`config.mk`:
```
export PLATFORM = sky130hd
export DESIGN_NAME = credit_stream_buffer
export DESIGN_NICKNAME = d
export VERILOG_FILES = /design/src/rtl/credit_stream_buffer.sv
export SDC_FILE = /design/constraint.sdc
export NUM_CORES = 1
export LEC_CHECK = 0
export BUFFER_PORTS_ARGS = -buffer_cell sky130_fd_sc_hd__buf_2
export CAP_MARGIN = 30
export CELL_PAD_IN_SITES_DETAIL_PLACEMENT = 2
export CELL_PAD_IN_SITES_GLOBAL_PLACEMENT = 2
export CORE_ASPECT_RATIO = 0.7
export CORE_MARGIN = 2
export CORE_UTILIZATION = 40
export DETAILED_ROUTE_END_ITERATION = 10
export PLACE_DENSITY = 0.78
export SLEW_MARGIN = 10
export SYNTH_ARGS = -nofsm -noshare
export SYNTH_HDL_FRONTEND = slang
export SYNTH_SLANG_ARGS = --single-unit
```
`constraint.sdc`:
```
create_clock -name clk_i -period 4 [get_ports clk_i]
set_input_delay 0.2 -clock clk_i [delete_from_list [all_inputs] [get_ports clk_i]]
set_output_delay 0.2 -clock clk_i [all_outputs]
set_load 0.005 [all_outputs]
```
`src/rtl/credit_stream_buffer.sv`:
```
`default_nettype none
// ============================================================================
// Module   : credit_stream_buffer
// Purpose  : Sits at the output of a valid-only, non-stallable pipeline and
//            turns it into a ready/valid stream with backpressure. Entries are
//            held in a circular FIFO of Depth slots. A credit counter, seeded
//            with Depth, stops the issuer at the pipeline head from launching
//            more transactions than the FIFO can absorb.
//
// Optional : CREDIT_STREAM_BUFFER_BYPASS_EN
//            Defined   - when the FIFO is empty, a pipeline output goes
//                        straight to valid_o/data_o in the same cycle. If it
//                        is accepted there, it is never written to storage.
//            Undefined - outputs come only from registered state, so the
//                        minimum latency is one cycle.
//
// Ports    : clk_i          clock, all state updates on the rising edge
//            rst_i          asynchronous reset, active-high
//            issue_i        issuer launches a transaction (consumes a credit)
//            credit_avail_o at least one credit available
//            credit_o       current credit count            [CntW]
//            valid_i        pipeline output valid (cannot be stalled)
//            data_i         pipeline output data            [Width]
//            valid_o        head entry valid
//            ready_i        downstream accepts head entry
//            data_o         head entry data, 0 when empty   [Width]
//            count_o        FIFO occupancy                  [CntW]
//            overflow_o     sticky: push dropped or issue without credit
//
// Revision : 1.0 - initial release
// ============================================================================
module credit_stream_buffer #(
  parameter  int Depth = 4,
  parameter  int Width = 32,
  localparam int CntW  = $clog2(Depth + 1)
) (
  input  logic             clk_i,
  input  logic             rst_i,
  input  logic             issue_i,
  output logic             credit_avail_o,
  output logic [CntW-1:0]  credit_o,
  input  logic             valid_i,
  input  logic [Width-1:0] data_i,
  output logic             valid_o,
  input  logic             ready_i,
  output logic [Width-1:0] data_o,
  output logic [CntW-1:0]  count_o,
  output logic             overflow_o
);

  localparam int              PtrW    = (Depth > 1) ? $clog2(Depth) : 1;
  localparam logic [CntW-1:0] c_depth = CntW'(Depth);
  localparam logic [PtrW-1:0] c_last  = PtrW'(Depth - 1);

  // Storage carries no reset; only the pointers and count say what is live.
  logic [Width-1:0] mem_q [Depth];

  logic [PtrW-1:0] rd_ptr_q, rd_ptr_d;
  logic [PtrW-1:0] wr_ptr_q, wr_ptr_d;
  logic [CntW-1:0] count_q,  count_d;
  logic [CntW-1:0] credit_q, credit_d;
  logic            overflow_q, overflow_d;

  logic fifo_nonempty;  // storage holds at least one entry
  logic bypass_take;    // incoming entry consumed directly, never stored
  logic pop;            // downstream handshake (storage or bypass)
  logic fifo_pop;       // handshake that drains an entry from storage
  logic push_wr;        // incoming entry is written to storage
  logic push_drop;      // incoming entry lost because storage is full
  logic issue;          // issue that actually consumes a credit

  // --------------------------------------------------------------------------
  // Output view of the head entry
  // --------------------------------------------------------------------------
  always_comb begin
    fifo_nonempty = (count_q != '0);
`ifdef CREDIT_STREAM_BUFFER_BYPASS_EN
    // Empty buffer: the pipeline output becomes the head in the same cycle.
    valid_o     = fifo_nonempty | valid_i;
    data_o      = fifo_nonempty ? mem_q[rd_ptr_q] : (valid_i ? data_i : '0);
    bypass_take = ~fifo_nonempty & valid_i & ready_i;
`else
    valid_o     = fifo_nonempty;
    data_o      = fifo_nonempty ? mem_q[rd_ptr_q] : '0;
    bypass_take = 1'b0;
`endif
  end

  // --------------------------------------------------------------------------
  // Event decode
  // --------------------------------------------------------------------------
  always_comb begin
    pop      = valid_o & ready_i;
    fifo_pop = fifo_nonempty & ready_i;
    // A full buffer can still take a push if the head leaves this cycle.
    push_wr   = valid_i & ~bypass_take & ((count_q != c_depth) | fifo_pop);
    push_drop = valid_i & ~bypass_take & ~push_wr;
    issue     = issue_i & (credit_q != '0);
  end

  // --------------------------------------------------------------------------
  // Next-state
  // --------------------------------------------------------------------------
  always_comb begin
    rd_ptr_d = rd_ptr_q;
    wr_ptr_d = wr_ptr_q;
    // Explicit wrap because Depth need not be a power of two.
    if (fifo_pop) begin
      rd_ptr_d = (rd_ptr_q == c_last) ? '0 : rd_ptr_q + PtrW'(1);
    end
    if (push_wr) begin
      wr_ptr_d = (wr_ptr_q == c_last) ? '0 : wr_ptr_q + PtrW'(1);
    end

    count_d  = count_q + CntW'(push_wr) - CntW'(fifo_pop);
    // A bypassed entry still hands its credit back through pop.
    credit_d = credit_q + CntW'(pop) - CntW'(issue);

    overflow_d = overflow_q | push_drop | (issue_i & (credit_q == '0));
  end

  // --------------------------------------------------------------------------
  // State registers
  // --------------------------------------------------------------------------
  always_ff @(posedge clk_i or posedge rst_i) begin
    if (rst_i) begin
      rd_ptr_q   <= '0;
      wr_ptr_q   <= '0;
      count_q    <= '0;
      credit_q   <= c_depth;
      overflow_q <= 1'b0;
    end else begin
      rd_ptr_q   <= rd_ptr_d;
      wr_ptr_q   <= wr_ptr_d;
      count_q    <= count_d;
      credit_q   <= credit_d;
      overflow_q <= overflow_d;
    end
  end

  always_ff @(posedge clk_i) begin
    if (push_wr) begin
      mem_q[wr_ptr_q] <= data_i;
    end
  end

  assign credit_o       = credit_q;
  assign credit_avail_o = (credit_q != '0);
  assign count_o        = count_q;
  assign overflow_o     = overflow_q;

`ifndef SYNTHESIS
  // Every entry was issued against a credit, so while anything is poppable
  // the counter must sit below Depth.
  always_ff @(posedge clk_i or posedge rst_i) begin
    if (!rst_i) begin
      assert (!(pop && (credit_q == c_depth)));
    end
  end
`endif

endmodule
`default_nettype wire

```
==> metrics.md, run 1 <==
| Metric | Value |
|---|---|
| Status | completed |
| Synth Cell Area | 5528 um2 |
| Minimum clock period after layout | 2.813 ns |
| GR Util All Layers | 18.33% |
| Sequential cell area fraction in the yosys report | 74.54% |
| Post-CTS setup buffers | 0 |
| Setup_tns | 0 ns |
| Reg2reg path depth | 11 |
| N_diodes | 0 |
| Cell with the most instances after synthesis | edfxtp_1 |
| Die H | 102.4 um |
| Post-synth cell types | 23 |
| TritonRoute pass-1 iters | 4 |
| Fin crit share | 70.32% |
| Pin count of the biggest net entering global routing | 35 |
| Vias per std cell | 4.920 |
| Cts hold-fix bufs | 26 |
| Tightest Hold Check Type | input pin to register |
| Simple-gate share of the synthesized area | 5.025% |
| Hold path depth | 1 |
| Setup slack, reg-to-reg | 1.24 ns |
| Synth top area cells | edfxtp_1, mux4_2, dfrtp_1 |
| Reg2reg start | count_o[1] |
| Fmax | 355.5 MHz |
| Int Power | 0.003566 W |
| Boundary Pins | 78 |
| Part of the power in registers | 42.4% |
| Fin. Hold Viols | 0 |
| Die width | 144.5 um |
| Startpoint Class | register |
| Share of post-route cells with drive strength above 1 | 38.76% |
| Worst-case hold path end point | mem_q[0][6] |
| Final core area utilization | 51.97% |
| Leak Pwr | 2.498 nW |
| Syn-to-layout area delta | 25.17% |
| Initial Utilization | 41.52% |
| FFs w/ async S/R, synth | 7.914% |
| Fin nets | 422 |
| Core outline area | 13,310 um2 |
| Top cell type's share of synthesized area | 69.53% |
| Crit Path Category | register to primary output |
| Clock power frac | 27.8% |
| Cell count after synthesis | 259 |
| Clock transition at the registers of the reported paths | 0.06 ns |
| Final Skew | 0.01131 ns |
| Setup-failing EPs final | 0 |
| Switching share of total power | 31.23% |
| Number of global-route vias before repair | 3,238 |
| Post-synth top area cell | edfxtp_1 |
| CP max FO | 22 |
| Yosys warning total | 0 |
| Slew Viols, Final | 0 |
| Clock Tree Buf Depth | 2 |
| Commonest cells post-synth | edfxtp_1, and2_1, mux4_2, inv_1, dfrtp_1 |
| Worst endpoint required time | 3.80 ns |
| Min-delay src | data_i[6] |
| Clk Latency, worst-skew pair | 0.42 ns |
| RePlAce Congestion | 0.6872 |
| Via count | 2,814 |
| RSZ-0062 raised after global routing | false |
| DR iter-0 viols | 146 |
| CTS sink count | 139 |
| Row cnt | 35 |
| GR Overflow Total | 0 |
| Final ANT Viol Nets | 0 |
| Pwr Total | 0.005186 W |
| Gate power share | 29.8% |
| Pwr Density | 749.4 nW/um2 |
| Worst slew margin | 38.65% |
| CTS tree | done |
| Routed len/inst | 22.31 um |
| EDFF count, synth | 128 |
| Mean Syn Cell Area | 21.34 um2 |
| Worst-Margin Slew | 0.9202 ns |
| CTS buffer count | 17 |
| Worst R2R End | count_o[2] |
| Yosys reg bits | 139 |
| Syn_nets | 307 |
| DP HPWL | 7382 um |
| Main combinational cell family by area after synthesis | multiplexers |
| Post-synthesis adder-cell area fraction | 2.761% |
| Port Buffers | 77 |
| H-Tree Depth | 4 |
| CTS root buf | clkbuf_16 |
| Full die area | 14,790 um2 |
| Worst setup margin | 1.187 ns |
| Dpl ws | 1.290 ns |
| First-pass GRT wire length | 18,750 um |
| Post-Synth XOR/XNOR Area | 0.6338% |
| Max IR drop VDD | 408.6 uV |
| Post-cts resize count | 0 |
| Final WL | 12,760 um |
| # DRC | 0 |
| Mux share of post-synthesis cell area | 14.12% |
| Initial antenna violation count | 1 |
| Worst EP arrival | 2.61 ns |
| Crit. End Element | primary output |
| Max-Cap Viols | 0 |
| Psw | 0.001619 W |
| Top FF cell, synth | edfxtp_1 |
| Post-synthesis compound-gate area fraction | 0.1811% |
layer usage:
layer	track usage, %	vias to the layer above	part of all wire [%]
met4	7.394	2	1.7
met3	5.014	22	4.0
li1	-	1248	-
met5	0	-	0.086
met1	21.31	1464	42
met2	32.63	78	52
registers in the layout (all words and copies together) (netlist names):
name	count
rd_ptr_q	2
credit_o	3
wr_ptr_q	2
mem_q	128
overflow_o	1
count_o	3
worst max-delay path, stage by stage, from the launching register on:
cell	delay (ns)
dfrtp_2	0.88
buf_4	0.41
mux4_2	0.56
and2_1	0.19
buf_2	0.12
worst max path at each step:
stage | startpoint | endpoint | slack, ns
final | rd_ptr_q[0] | data_o[30] | 1.19
after global routing | rd_ptr_q[0] | data_o[30] | 0.99
after CTS | rd_ptr_q[0] | data_o[30] | 1.12
after detailed placement | count_o[1] | count_o[2] | 1.29
after global placement | count_o[1] | count_o[2] | 1.44
after floorplan | count_o[1] | count_o[2] | 1.68
logic make-up (layout without fill, tap and decap cells):
| family | count (synthesis) | count (layout) |
|---|---|---|
| multiplexers | 36 | 36 |
| XOR/XNOR | 4 | 4 |
| buffers and inverters | 24 | 152 |
| flip-flops | 139 | 139 |
| AND/OR/NAND/NOR | 44 | 44 |
| AO/OA/AOI/OAI | 1 | 1 |
| adder cells (fa/ha/maj) | 11 | 11 |
layout by cell type, fill, tap and decap left out, drive strengths merged:
cell	instances
fa	2
nor3	1
ha	9
nand2	1
or3	1
dfrtp	10
and2	37
edfxtp	128
clkinvlp	2
nor4b	1
a221o	1
clkbuf	17
nor2b	1
dlygate4sd3	27
nor2	2
inv	18
mux2	4
dfstp	1
buf	81
mux4	32
clkinv	7
xnor2	4
metrics by stage:
| step | cell area, um2 | cells | hold WS, ns |
|---|---|---|---|
| 2_1_floorplan | 5528 | 259 | 0.05172 |
| 3_3_place_gp | 6061 | 511 | 0.2236 |
| 3_5_place_dp | 6061 | 511 | 0.2308 |
| 4_1_cts | 6862 | 569 | 0.0007213 |
| 5_1_grt | 6919 | 572 | 0.002217 |
| 6_report | 6919 | 572 | 0.01136 |
cell type report:
class	instances	area, um2
fillers	1200	6394
flip-flops and latches	139	4123
multi-input cells	96	1261
repair buffers	108	718.2
clock buffers	17	425.4
well taps	185	231.5
clock inverters	15	115.1
inverters	12	45.04
power by group through the flow:
| stage | registers [W] | logic (W) | clock network, W |
|---|---|---|---|
| global placement | 0.00219 | 0.00142 | 0 |
| detailed placement | 0.00223 | 0.00150 | 0 |
| CTS | 0.00221 | 0.00154 | 0.00147 |
| finish | 0.00220 | 0.00154 | 0.00144 |
| floorplan | 0.00204 | 0.00108 | 0 |
| global route | 0.00224 | 0.00171 | 0.00154 |
Power figures use the tool's default switching activity.
==> run 2, diff against run 1 <==
==> constraint.sdc (replaced) <==
create_clock -name clk_i -period 2.76 [get_ports clk_i]
set_input_delay 0.138 -clock clk_i [delete_from_list [all_inputs] [get_ports clk_i]]
set_output_delay 0.138 -clock clk_i [all_outputs]
set_load 0.005 [all_outputs]
==> metrics.md, run 2 (synthesis gave the netlist of run 1 again) <==
| Metric | Value |
|---|---|
| CTS root buf | clkbuf_16 |
| TritonRoute pass-1 iters | 4 (unchanged) |
| Via count | 2,881 (+2.4%) |
| Vias per std cell | 4.925 (+0.11%) |
| Syn-to-layout area delta | 28.45% |
| Max reg flops | 128 (unchanged) |
| Pin count of the biggest net entering global routing | 35 (unchanged) |
| Fin. Hold Viols | 0 (unchanged) |
| Full die area | 14,790 um2 (unchanged) |
| Setup_tns | 0 ns (unchanged) |
| Int Power | 0.005471 W (+53%) |
| Pwr Total | 0.007789 W (+50%) |
| Max-Cap Viols | 0 (unchanged) |
| Port Buffers | 77 (unchanged) |
| Clock transition at the registers of the reported paths | 0.06 ns (about the same) |
| CTS sink count | 139 (unchanged) |
| Tightest Hold Check Type | input pin to register |
| Crit Path Category | register to register |
| Status | completed |
| Startpoint Class | register |
| Fin nets | 435 (+3.1%) |
| Setup-failing EPs final | 0 (unchanged) |
| Placed inst area | 6151 um2 (+1.5%) |
| Cts hold-fix bufs | 35 (+35%) |
| Number of fill cells | 1,181 (-1.6%) |
| H-Tree Depth | 4 (unchanged) |
| Max IR drop VDD | 478.0 uV (+17%) |
| Worst-Margin Slew | 0.8643 ns (-0.05595 ns) |
| Share of post-route cells with drive strength above 1 | 39.00% (+0.24 points) |
| Fin crit share | 88.98% |
| Initial antenna violation count | 0 (-1) |
| RePlAce Congestion | 0.6989 (+1.7%) |
| Worst endpoint required time | 3.10 ns (-0.70 ns) |
| Die width | 144.5 um (unchanged) |
| CTS tree | done |
| DR iter-0 viols | 141 (-3.4%) |
| Core outline area | 13,310 um2 (unchanged) |
| RSZ-0062 raised after global routing | false |
| Final Cell Area | 7101 um2 (+2.6%) |
| Clock Tree Buf Depth | 2 (unchanged) |
| Post-cts resize count | 0 (unchanged) |
| # DRC | 0 (unchanged) |
| Gate power share | 29.8% (about the same) |
| Clk Latency, worst-skew pair | 0.42 ns (about the same) |
| Top reg by flops | mem_q |
| GR Util All Layers | 19.55% (+1.2 points) |
| Final ANT Viol Nets | 0 (unchanged) |
| GR Overflow Total | 0 (unchanged) |
| Die H | 102.4 um (unchanged) |
| Commonest non-fill, non-tap cell in the layout | edfxtp_1 |
| Row cnt | 35 (unchanged) |
| Minimum clock period after layout | 2.456 ns |
| Clock power frac | 29.9% (+2.1 points) |
| Part of the power in registers | 40.4% (-2.0 points) |
| Pwr Density | 1097 nW/um2 (+46%) |
| Number of global-route vias before repair | 3,336 (+3.0%) |
| Worst slew margin | 42.38% (+3.7 points) |
| Final core area utilization | 53.34% (+1.4 points) |
| N_diodes | 0 (unchanged) |
| First-pass GRT wire length | 19,880 um (+6.0%) |
| Final hold slack | 0.1502 ns (+0.1388 ns) |
| Switching share of total power | 29.75% (-1.5 points) |
| Final Skew | 0.005963 ns (-0.005347 ns) |
| Final WL | 13,120 um (+2.8%) |
| Sequential cell area | 4123 um2 (unchanged) |
| Crit. End Element | register |
| Fmax | 407.2 MHz |
| Multi-input logic area | 1261 um2 (unchanged) |
| DP HPWL | 7813 um (+5.8%) |
| CP max FO | 5 (-77%) |
| Leak Pwr | 2.578 nW (+3.2%) |
| Routed len/inst | 22.43 um (+0.54%) |
| Psw | 0.002317 W (+43%) |
| Post-CTS setup buffers | 0 (unchanged) |
| Most frequent cells in the layout | edfxtp_1, buf_2, dlygate4sd3_1, and2_1, mux4_2 |
| CTS buffer count | 17 (unchanged) |
| Initial Utilization | 41.52% (unchanged) |
| Slew Viols, Final | 0 (unchanged) |
| Worst EP arrival | 2.80 ns (+0.19 ns) |
| Boundary Pins | 78 (unchanged) |
-- run 2: stage by stage --
step           cells  setup WS [ns]
4_1_cts          585         0.2741
3_5_place_dp     518         0.3450
5_1_grt          585         0.1279
3_3_place_gp     518         0.4498
6_report         585         0.3042
2_1_floorplan    259         0.4406
-- run 2: per-layer routing --
| metal | GRT usage [%] | share of wire (%) | vias to the layer above | wire length (um) |
|---|---|---|---|---|
| met5 | 0 | 0 | - | 0 |
| met4 | 6.572 | 1.3 | 0 | 172 |
| met3 | 5.201 | 3.9 | 17 | 511 |
| met2 | 34.56 | 52 | 67 | 6875 |
| met1 | 23.57 | 42 | 1525 | 5564 |
| li1 | - | - | 1272 | - |
-- run 2: layout make-up --
cell class	instances	area share, %
Clock buffer	17	5.991
Clock inverter	15	2.449
Inverter	12	0.6344
Multi-Input combinational cell	96	17.76
Sequential cell	139	58.06
Tap cell	185	3.260
Timing Repair Buffer	121	11.84
-- run 2: power groups by stage --
stage	clock, W	sequential [W]	combinational, W
2_1_floorplan	0	0.00296	0.00157
3_3_place_gp	0	0.00313	0.00219
3_5_place_dp	0	0.00319	0.00229
4_1_cts	0.00237	0.00316	0.00238
5_1_grt	0.00244	0.00320	0.00255
6_report	0.00232	0.00315	0.00232
-- run 2: worst max-delay path, stage by stage, from the launching register on --
cell and delay [ns]:
dfrtp_1 0.46, or3_1 0.44, nand2_2 0.14, inv_1 0.07, ha_1 0.31, inv_1 0.07, ha_1 0.15, inv_1 0.05
fa_1 0.37, xnor2_1 0.19, xnor2_1 0.13
-- run 2: worst paths after layout --
kind / from / to / slack, ns / cells past startpoint
max reg2reg: count_o[1] / count_o[2] / 0.30 / 10
min reg2reg: count_o[0] / count_o[0] / 0.59 / 1
max in group asynchronous: rst_i / credit_o[2] / 2.11 / 3
min in group asynchronous: rst_i / credit_o[1] / 0.31 / 3
max: count_o[1] / count_o[2] / 0.30 / 10
min: ready_i / rd_ptr_q[0] / 0.15 / 3
==> run 3, diff against run 2 <==
--- a/config.mk
+++ b/config.mk
@@ -11,9 +11,10 @@
 export CELL_PAD_IN_SITES_GLOBAL_PLACEMENT = 2
 export CORE_ASPECT_RATIO = 0.7
 export CORE_MARGIN = 2
-export CORE_UTILIZATION = 40
+export CORE_UTILIZATION = 39
 export DETAILED_ROUTE_END_ITERATION = 10
-export PLACE_DENSITY = 0.78
+export MAX_ROUTING_LAYER = met4
+export PLACE_DENSITY = 0.79
 export SLEW_MARGIN = 10
 export SYNTH_ARGS = -nofsm -noshare
 export SYNTH_HDL_FRONTEND = slang
==> constraint.sdc (replaced) <==
create_clock -name clk_i -period 2 [get_ports clk_i]
set_input_delay 0.1 -clock clk_i [delete_from_list [all_inputs] [get_ports clk_i]]
set_output_delay 0.1 -clock clk_i [all_outputs]
set_load 0.02 [all_outputs]
==> metrics.md, run 3 (synthesis gave the netlist of run 1 again) <==
| Metric | Value |
|---|---|
| Worst-Margin Slew | 0.4915 ns (-0.3728 ns) |
| Clk Latency, worst-skew pair | 0.41 ns (about the same) |
| DR iter-0 viols | 145 (+2.8%) |
| Status | finished with violations |
| Cells after DPL | 533 (+2.9%) |
| Pin count of the biggest net entering global routing | 34 (-2.9%) |
| Pwr Density | 1663 nW/um2 (+52%) |
| Initial Utilization | 39.84% (-1.7 points) |
| Final core area utilization | 54.36% (+1.0 points) |
| First-pass GRT wire length | 21,310 um (+7.2%) |
| Die width | 146.3 um (+1.2%) |
| Pwr Total | 0.01254 W (+61%) |
| Syn-to-layout area delta | 36.42% |
| Vias per std cell | 4.878 (-0.94%) |
| Reg2reg start | count_o[0] |
| Clock transition at the registers of the reported paths | 0.06 ns (about the same) |
| Worst R2R End | count_o[2] |
| Max reg flops | 128 (unchanged) |
| DP HPWL | 7815 um (about the same) |
| CTS buffer count | 17 (unchanged) |
| Port Buffers | 77 (unchanged) |
| Commonest non-fill, non-tap cell in the layout | edfxtp_1 |
| Critical Path Sink | count_o[2] |
| Worst setup margin | -0.1441 ns (-0.4483 ns) |
| Worst slew margin | 67.20% (+25 points) |
| Routed len/inst | 23.12 um (+3.1%) |
| Top reg by flops | mem_q |
| Fin nets | 454 (+4.4%) |
| Final WL | 14,080 um (+7.3%) |
| Fmax | 466.4 MHz (+15%) |
| Setup slack, reg-to-reg | -0.14 ns (-0.45 ns) |
| Fin. Hold Viols | 0 (unchanged) |
| Minimum clock period after layout | 2.144 ns (-0.3117 ns) |
| Placed inst area | 6331 um2 (+2.9%) |
| Most frequent cells in the layout | edfxtp_1, buf_2, dlygate4sd3_1, mux4_2, clkbuf_16 |
| Initial antenna violation count | 0 (unchanged) |
| Max IR drop VDD | 899.5 uV (+88%) |
| Max-Cap Viols | 0 (unchanged) |
| Failing checks | negative setup slack |
| Crit. End Element | register |
| H-Tree Depth | 4 (unchanged) |
| Number of fill cells | 1,216 (+3.0%) |
| # DRC | 0 (unchanged) |
| Clock Tree Buf Depth | 2 (unchanged) |
| Leak Pwr | 2.759 nW (+7.0%) |
| CTS tree | done |
| Tightest Hold Check Type | input pin to async pin |
| Crit Path Category | register to register |
| Core outline area | 13,870 um2 (+4.2%) |
| Full die area | 15,160 um2 (+2.5%) |
| GR Overflow Total | 0 (unchanged) |
| Final ANT Viol Nets | 0 (unchanged) |
| RePlAce Congestion | 0.7030 (+0.59%) |
| CP max FO | 4 (-1) |
| Die H | 103.6 um (+1.2%) |
| Share of post-route cells with drive strength above 1 | 50.60% (+12 points) |
| N_diodes | 0 (unchanged) |
| Startpoint Class | register |
| TritonRoute pass-1 iters | 4 (unchanged) |
| Worst endpoint required time | 2.30 ns (-0.80 ns) |
| Setup-failing EPs final | 20 (+20) |
| Final Skew | 0.01233 ns (+0.006371 ns) |
| Reg2reg path depth | 10 (unchanged) |
| Row cnt | 36 (+2.9%) |
| CTS sink count | 139 (unchanged) |
| Slew Viols, Final | 0 (unchanged) |
| Fin crit share | 107.2% (+18 points) |
| CTS root buf | clkbuf_16 |
| Dpl ws | -0.2356 ns (-0.5806 ns) |
| Final Cell Area | 7541 um2 (+6.2%) |
| Number of global-route vias before repair | 3,448 (+3.4%) |
| Worst setup path startpoint | count_o[0] |
| Via count | 2,971 (+3.1%) |
| RSZ-0062 raised after global routing | true |
| Final cell count without fillers | 609 (+4.1%) |
| Boundary Pins | 78 (unchanged) |
| GR Util All Layers | 19.94% (+0.39 points) |
| Worst EP arrival | 2.44 ns (-0.36 ns) |
## run 3: changes by cell type in the layout (fill, tap and decap cells not counted), sizes merged
cell      before  now
inv           14   12
clkinv         6    9
clkinvlp       4    1
bufinv         3    2
buf           86  102
clkbuf        17   23
## run 3: how the worst min path moves through the flow
stage	startpoint	end	slack [ns]	cells after the start
after global placement	rst_i	wr_ptr_q[1]	0.14	2
after global routing	ready_i	rd_ptr_q[1]	0.32	5
after detailed placement	rst_i	wr_ptr_q[1]	0.14	2
final	rst_i	overflow_o	0.31	3
after floorplan	rst_i	overflow_o	-0.05	1
after CTS	rst_i	overflow_o	0.26	3
## run 3: report_power, final
group          switching (W)  internal (W)  total [W]
clock network        0.00118       0.00183    0.00301
logic                0.00264       0.00267    0.00531
registers           0.000325       0.00389    0.00421
## run 3: layout make-up
cell class | count | area [um2] | area share (%)
Clock inverter | 12 | 125.1 | 1.659
Clock buffer | 20 | 436.7 | 5.791
Timing Repair Buffer | 140 | 1176 | 15.60
Sequential cell | 139 | 4131 | 54.79
Inverter | 12 | 47.55 | 0.6305
Tap cell | 190 | 237.7 | 3.152
Multi-Input combinational cell | 96 | 1386 | 18.38
## run 3: critical path, stage by stage, from the launching register on
cell	delay, ns
dfrtp_2	0.44
nor4b_4	0.37
nor2b_2	0.10
inv_2	0.09
ha_4	0.22
inv_4	0.06
ha_4	0.11
inv_2	0.03
fa_2	0.34
xnor2_2	0.15
xnor2_1	0.12
## run 3: per-layer routing
| layer | global-route usage, % | wire [um] |
|---|---|---|
| met5 | - | 0 |
| met4 | 4.646 | 123 |
| met3 | 5.066 | 517 |
| met2 | 33.49 | 7257 |
| met1 | 24.58 | 6182 |
## run 3: metrics by stage
step | hold slack [ns] | setup TNS, ns
2_1_floorplan | -0.04861 | -0.4360
3_3_place_gp | 0.1408 | -0.2465
3_5_place_dp | 0.1432 | -0.5589
4_1_cts | 0.2551 | -1.962
5_1_grt | 0.3237 | -2.923
6_report | 0.3057 | -0.7207
## run 3: timing repair
action                                  CTS  global route
endpoints found under the setup margin   36            36
buffers inserted                          2             4
endpoints found under the hold margin   139             0
pin swaps                                 4             2
resized for setup                        32            24
cloned                                    1             3
hold buffers                             35             0
